$ cat src/rtl/bridge_pkg.sv
// Frame constants and hex helper shared by the UART host bridge transmit and receive sides.
package bridge_pkg;

  localparam logic [7:0] RESP_CHAR = 8'h4D;
  localparam logic [7:0] CR        = 8'h0D;
  localparam logic [7:0] LF        = 8'h0A;
  localparam int         FRAME_LEN = 7;
  localparam logic [2:0] LAST_IDX  = 3'(FRAME_LEN - 1);

  typedef enum logic {
    TX_IDLE = 1'b0,
    TX_SEND = 1'b1
  } tx_state_t;

  function automatic logic [7:0] to_ascii_hex(input logic [3:0] nib);
    logic [7:0] wide;
    wide = {4'h0, nib};
    return (nib < 4'd10) ? (8'h30 + wide) : (8'h37 + wide);
  endfunction

endpackage

$ cat src/rtl/bridge_tx.sv
// Serialises bus read data as "M" + four hex digits + CR LF onto a byte valid/ready stream,
// with a one-entry holding register for a read that lands mid-frame.
module bridge_tx
  import bridge_pkg::*;
(
  input  logic        clk,
  input  logic        rst_n,
  input  logic [15:0] data_i,
  input  logic        rw_i,
  input  logic        valid_i,
  output logic [7:0]  data_o,
  output logic        valid_o,
  input  logic        ready_i,
  output logic        busy_o,
  output logic        overrun_o
);

  tx_state_t   state;
  logic [2:0]  idx;
  logic [15:0] shift_q;
  logic [15:0] hold_q;
  logic        hold_full;
  logic        overrun;

  logic rd_req;
  logic fire;
  logic last_fire;

  assign rd_req    = valid_i && !rw_i;
  assign fire      = valid_o && ready_i;
  assign last_fire = fire && (idx == LAST_IDX);

  always_ff @(posedge clk or negedge rst_n) begin
    if (!rst_n) begin
      state     <= TX_IDLE;
      idx       <= 3'd0;
      shift_q   <= 16'h0000;
      hold_q    <= 16'h0000;
      hold_full <= 1'b0;
      overrun   <= 1'b0;
    end else begin
      case (state)
        TX_IDLE: begin
          if (rd_req) begin
            shift_q <= data_i;
            idx     <= 3'd0;
            state   <= TX_SEND;
          end
        end
        TX_SEND: begin
          if (last_fire) begin
            idx <= 3'd0;
            if (hold_full) begin
              // Chain straight into the held frame; a read this cycle still sees a full holder.
              shift_q   <= hold_q;
              hold_full <= 1'b0;
              if (rd_req) overrun <= 1'b1;
            end else if (rd_req) begin
              shift_q <= data_i;
            end else begin
              state <= TX_IDLE;
            end
          end else begin
            if (fire) idx <= idx + 3'd1;
            if (rd_req) begin
              if (hold_full) begin
                overrun <= 1'b1;
              end else begin
                hold_q    <= data_i;
                hold_full <= 1'b1;
              end
            end
          end
        end
        default: state <= TX_IDLE;
      endcase
    end
  end

  assign valid_o   = (state == TX_SEND);
  assign busy_o    = (state == TX_SEND) || hold_full;
  assign overrun_o = overrun;

  always_comb begin
    data_o = 8'h00;
    if (state == TX_SEND) begin
      case (idx)
        3'd0:    data_o = RESP_CHAR;
        3'd1:    data_o = to_ascii_hex(shift_q[15:12]);
        3'd2:    data_o = to_ascii_hex(shift_q[11:8]);
        3'd3:    data_o = to_ascii_hex(shift_q[7:4]);
        3'd4:    data_o = to_ascii_hex(shift_q[3:0]);
        3'd5:    data_o = CR;
        3'd6:    data_o = LF;
        default: data_o = 8'h00;
      endcase
    end
  end

endmodule

$ cat config.mk
export PLATFORM = sky130hd
export DESIGN_NAME = bridge_tx
export DESIGN_NICKNAME = d
export VERILOG_FILES = /design/src/rtl/bridge_pkg.sv /design/src/rtl/bridge_tx.sv
export SDC_FILE = /design/constraint.sdc
export NUM_CORES = 1
export LEC_CHECK = 0
export CORE_MARGIN = 8
export CORE_UTILIZATION = 54
export DETAILED_ROUTE_END_ITERATION = 12
export GPL_TIMING_DRIVEN = 0
export PLACE_DENSITY_LB_ADDON = 0.3
export SLEW_MARGIN = 5
export SYNTH_ARGS = -nofsm -noshare
export SYNTH_HDL_FRONTEND = slang
export SYNTH_SLANG_ARGS = --single-unit
$ cat constraint.sdc
create_clock -name clk -period 2.3 [get_ports clk]
set_input_delay 0.46 -clock clk [delete_from_list [all_inputs] [get_ports clk]]
set_output_delay 0.46 -clock clk [all_outputs]
set_load 0.02 [all_outputs]
Word level (Yosys, flattened, before mapping)
Index checks and enable logic that the tools add are counted.
Word-level totals
  register bits after elaboration: 38
  bits of input ports: 21
  output and inout bits: 11
Operators by class
  $add $sub $neg: 9
  $lt $le $gt $ge: 4
  eq/ne operators: 9
  mux-type cells: 24
  bitwise logic cells: 3
  reduce and logical (&&, ||, !) cells: 11
Operators by type and width (count)
  6-bit by 4-bit adder with 7-bit output, first input constant: 8
  7-bit case mux with 7 select lines: 1
  16-bit 2-to-1 mux: 3
  7-bit 2-to-1 mux: 5
  16-bit case mux with 2 select lines: 1
  4-bit < comparator, second input constant: 4
  3-bit equality test, second input constant: 3
  1-bit 2-to-1 mux: 9
  3-bit 2-to-1 mux: 3
  3-bit by 2-bit equality test with 1-bit output, second input constant: 2
  3-bit case mux with 2 select lines: 1
  2-bit AND reduction: 2
  4-bit AND reduction: 1
  3-bit by 1-bit adder with 3-bit output, second input constant: 1
  3-bit by 1-bit equality test with 1-bit output, second input constant: 1
  1-bit logical AND: 3
  3-bit zero test: 1
  3-bit by 1-bit != test with 1-bit output, second input constant: 1
  1-bit inverter: 3
  3-bit AND reduction: 1
  2-bit by 1-bit != test with 1-bit output, second input constant: 1
  2-bit != test, second input constant: 1
  1-bit case mux with 2 select lines: 1
  2-bit nonzero test: 1
  2 further kinds: 2

Depth between registers and ports, before layout
  word-level depth: 6
  mapped depth: 8
  depth with buffers taken out: 6

Worst setup path after synthesis
Ideal clock, no wire load.
  kind: register to output
  from: register idx[0]
  to: output data_o[0]
  arrival: 1.868 ns
  data required time: 1.840 ns
  setup slack: -0.028 ns
  cell stages (with the launch flop): 5
  cells stage by stage: dfrtp_1 -> ha_1 -> ha_1 -> o41ai_1 -> a41oi_1
On the way
  cells in the longest elaborated chain, start to end: 3
  elaborated cells between the ends (all ways): 9
  those cells by class: eq/ne (6); mux (2); reduce/logical (1)
Ends and longest elaborated chain
  from (decl): line bridge_tx.sv:19  | logic [2:0] idx;
  from (signal assigned): line bridge_tx.sv:64  | if (fire) idx <= idx + 3'd1;
  3-bit equality test, or another cell as far along: line bridge_tx.sv:87  | case (idx)
  7-bit case mux with 7 select lines (*): line bridge_tx.sv:87
  7-bit 2-to-1 mux (*): line bridge_tx.sv:86  | if (state == TX_SEND) begin
  to (decl): line bridge_tx.sv:11  | output logic [7:0] data_o,
Every way passes the cells marked *; elsewhere a longest branch is shown, timed or not.

Worst setup path after layout
  from: register idx[0]
  to: output data_o[3]
Same word-level chain as after synthesis.

==> results.json <==
{
  "tightest_slew_ns": 0.836,
  "hold_viol_final": 0,
  "cts_tree": "done",
  "antenna_found_initial": 0,
  "insertion_delay_ns": 0.29,
  "p_switching_mw": 1.86,
  "max_stage_delay_ns": 0.45,
  "via_per_inst": 5.89,
  "max_cap_viol_count": 0,
  "dp_hpwl_mm": 3.74,
  "path_clk_slew_ns": 0.08,
  "overflow": 0,
  "io_pins": 32,
  "cts_buffers": 5,
  "period_needed_ns": 2.35,
  "end_kind": "primary output",
  "r2r_start": "idx[1]",
  "status": "finished, violations left",
  "synthFlopType": "dfrtp_1",
  "synth_cell_types": 43,
  "h-tree-depth": 2,
  "drive_gt1_frac": 0.267,
  "wire_per_inst_um": 16.7,
  "die_area_mm2": 0.00651,
  "critPathLaunch": "idx[0]",
  "post-route-period-util": 1.02,
  "fmax_mhz": 426,
  "crit_required_ns": 1.84,
  "drc": 0,
  "slew_violations": 0,
  "synth_edf_count": 0,
  "crit_top_cell": "buf_6",
  "grt_pass1_vias": 2000,
  "clkPwrFrac": 0.107,
  "leakage_nw": 1.25,
  "netlist_area_mm2": 0.00226,
  "initial_core_util": 0.561,
  "cp.arrival_ns": 1.89,
  "setup_viol": 3,
  "rows": 23,
  "portBuffers": 30,
  "p_comb_frac": 0.579,
  "clock-sinks": 38,
  "synth_cells": 233,
  "ys_ff_latch": 38,
  "peakVddDrop_mv": 0.655,
  "violations": "setup timing",
  "root_buffer": "clkbuf_8",
  "finalWirelength_mm": 5.53,
  "die_x_um": 80.7,
  "crit_fanout": 6,
  "syn_area_per_cell_um2": 9.70,
  "grt_first_pass_wirelength_mm": 9.60,
  "postRouteAntennaNets": 0,
  "die_h_um": 80.7,
  "relSlewSlack": 0.443,
  "synth-seq-area-share": 0.421,
  "finalClockSkew_ns": 0.0120,
  "vias": 1949,
  "power_frac_seq": 0.314,
  "hp-class": "input port to async pin",
  "area_growth_syn_to_layout_pct": 28.7,
  "powerDensity_mw_per_mm2": 1490,
  "start_kind": "flip-flop",
  "worst_slack_ns": -0.0473,
  "async_flop_share": 1.00,
  "swShare": 0.427,
  "cp_slowest_cell": "dfrtp_2",
  "synth_warnings": 0,
  "p_int_mw": 2.49,
  "hold_buffers": 0,
  "diodes": 0,
  "crit_chain": "buf_6 -> ha_4 -> o41ai_4 -> buf_6 -> buf_6 -> a31oi_2 -> buf_4",
  "grt_max_degree": 39,
  "fin_util": 0.722,
  "first_pass_iters": 4,
  "drt_iter0_markers": 154,
  "track_usage": 0.186,
  "power.total_mw": 4.35,
  "path_class": "flip-flop to primary output",
  "cts_buffer_depth": 2,
  "syn_nets": 263,
  "rsz0062_at_grt": "true",
  "core_mm2": 0.00403,
  "gp_congestion": 0.890,
  "final_nets": 310
}
-- state kept, by name (all words and copies together) (netlist names) --
register and cells:
hold_full 1, hold_q 16, idx 3, overrun_o 1, shift_q 16, valid_o 1
-- final cells by class --
type,count,area [µm²]
clock buffers,7,86.3
flip-flops and latches,38,955
well taps,50,62.6
repair buffers,40,364
inverters,12,45.0
fillers,309,1120
clock inverters,1,5.00
plain buffers,10,68.8
multi-input cells,173,1320
-- worst paths after layout --
check,to,depth (start not counted),slack [ns]
max in group asynchronous,idx[2],1,1.45
min in group clk,overrun_o,1,0.49
max,data_o[3],7,-0.05
min reg2reg,overrun_o,1,0.49
min,shift_q[3],1,0.27
max reg2reg,hold_q[12],9,0.06
-- power groups by stage --
stage               Clock, mW  Sequential, mW  Combinational (mW)
global placement            0            1.30                2.10
floorplan                   0            1.24                1.57
finish                  0.466            1.36                2.52
detailed placement          0            1.33                2.14
global route            0.502            1.42                2.77
CTS                     0.475            1.34                2.39
-- routing by layer --
metal / part of all wire / up-vias / GRT usage
li1: - / 950 / -
met1: 0.47 / 933 / 0.237
met2: 0.47 / 60 / 0.294
met3: 0.051 / 6 / 0.0547
met4: 0.010 / 0 / 0.0607
met5: 0 / - / 0
-- through the flow --
stage                     instance area, µm²  hold WS [ns]  TNS, ns  std cells  setup WS (ns)
after CTS                               2860         0.296  -0.0594        329        -0.0362
after global placement                  2630         0.462    -9.82        313         -0.601
after global routing                    2910         0.344   -0.483        331         -0.138
after floorplan                         2270         0.164        0        233         0.0694
final                                   2910         0.274  -0.0800        331        -0.0473
after detailed placement                2630         0.476    -4.85        313         -0.621
-- cells in the mapped netlist, types with 4 or more instances --
| cell type | instances | area share |
|---|---|---|
| nor2_1 | 19 | 0.032 |
| o21ai_0 | 12 | 0.027 |
| ha_1 | 9 | 0.050 |
| a31oi_1 | 5 | 0.014 |
| dfrtp_1 | 38 | 0.42 |
| mux2_4 | 10 | 0.066 |
| o22ai_1 | 16 | 0.044 |
| clkbuf_1 | 6 | 0.010 |
| a21oi_1 | 25 | 0.055 |
| inv_1 | 12 | 0.020 |
| nor2b_1 | 7 | 0.019 |
| mux2_2 | 7 | 0.035 |
| xnor2_1 | 4 | 0.016 |
| nand2_1 | 20 | 0.033 |
-- layout by cell type, fill, tap and decap left out, types with 2 or more instances in the layout --
cell type and instances:
dfrtp_1 35, a21oi_1 24, clkdlybuf4s50_1 21, nor2_1 19, nand2_1 19, o22ai_1 16
buf_4 14, mux2_4 10, inv_1 9, mux2_2 7, o21ai_0 6, o21ai_1 6
clkbuf_8 6, nor2b_1 5, clkbuf_1 5, buf_2 4, a31oi_1 4, xnor2_1 4
buf_6 4, ha_4 4, ha_1 4, inv_2 3, nand3_1 3, and4b_1 3
dfrtp_2 3, a32oi_1 2, a22oi_1 2, mux2i_1 2, o221a_2 2, a41oi_1 2
o21bai_1 2, o31ai_1 2
-- kinds of logic after synthesis --
group           after synthesis  share of synthesized area
fa+ha+maj                     9                     0.0498
flops                        38                      0.421
other cells                   1                    0.00166
buf+inv                      22                     0.0493
mux                          19                      0.110
xor+xnor                      4                     0.0155
compound gates               80                      0.223
simple gates                 60                      0.130
-- repair_timing --
item | in CTS | in global routing
pin swaps | 6 | 1
gates resized for setup | 64 | 14
setup buffers | 8 | 2
setup endpoints to repair | 8 | 28
-- worst max-delay path: cells and delay by family, from the launching register on --
| kind | cells | cell delay [ns] |
|---|---|---|
| adders and majority gates | 1 | 0.17 |
| buffers and inverters | 4 | 0.58 |
| AOI/OAI and AO/OA | 2 | 0.37 |
| DFF | 1 | 0.45 |
Power figures use the tool's default switching activity.
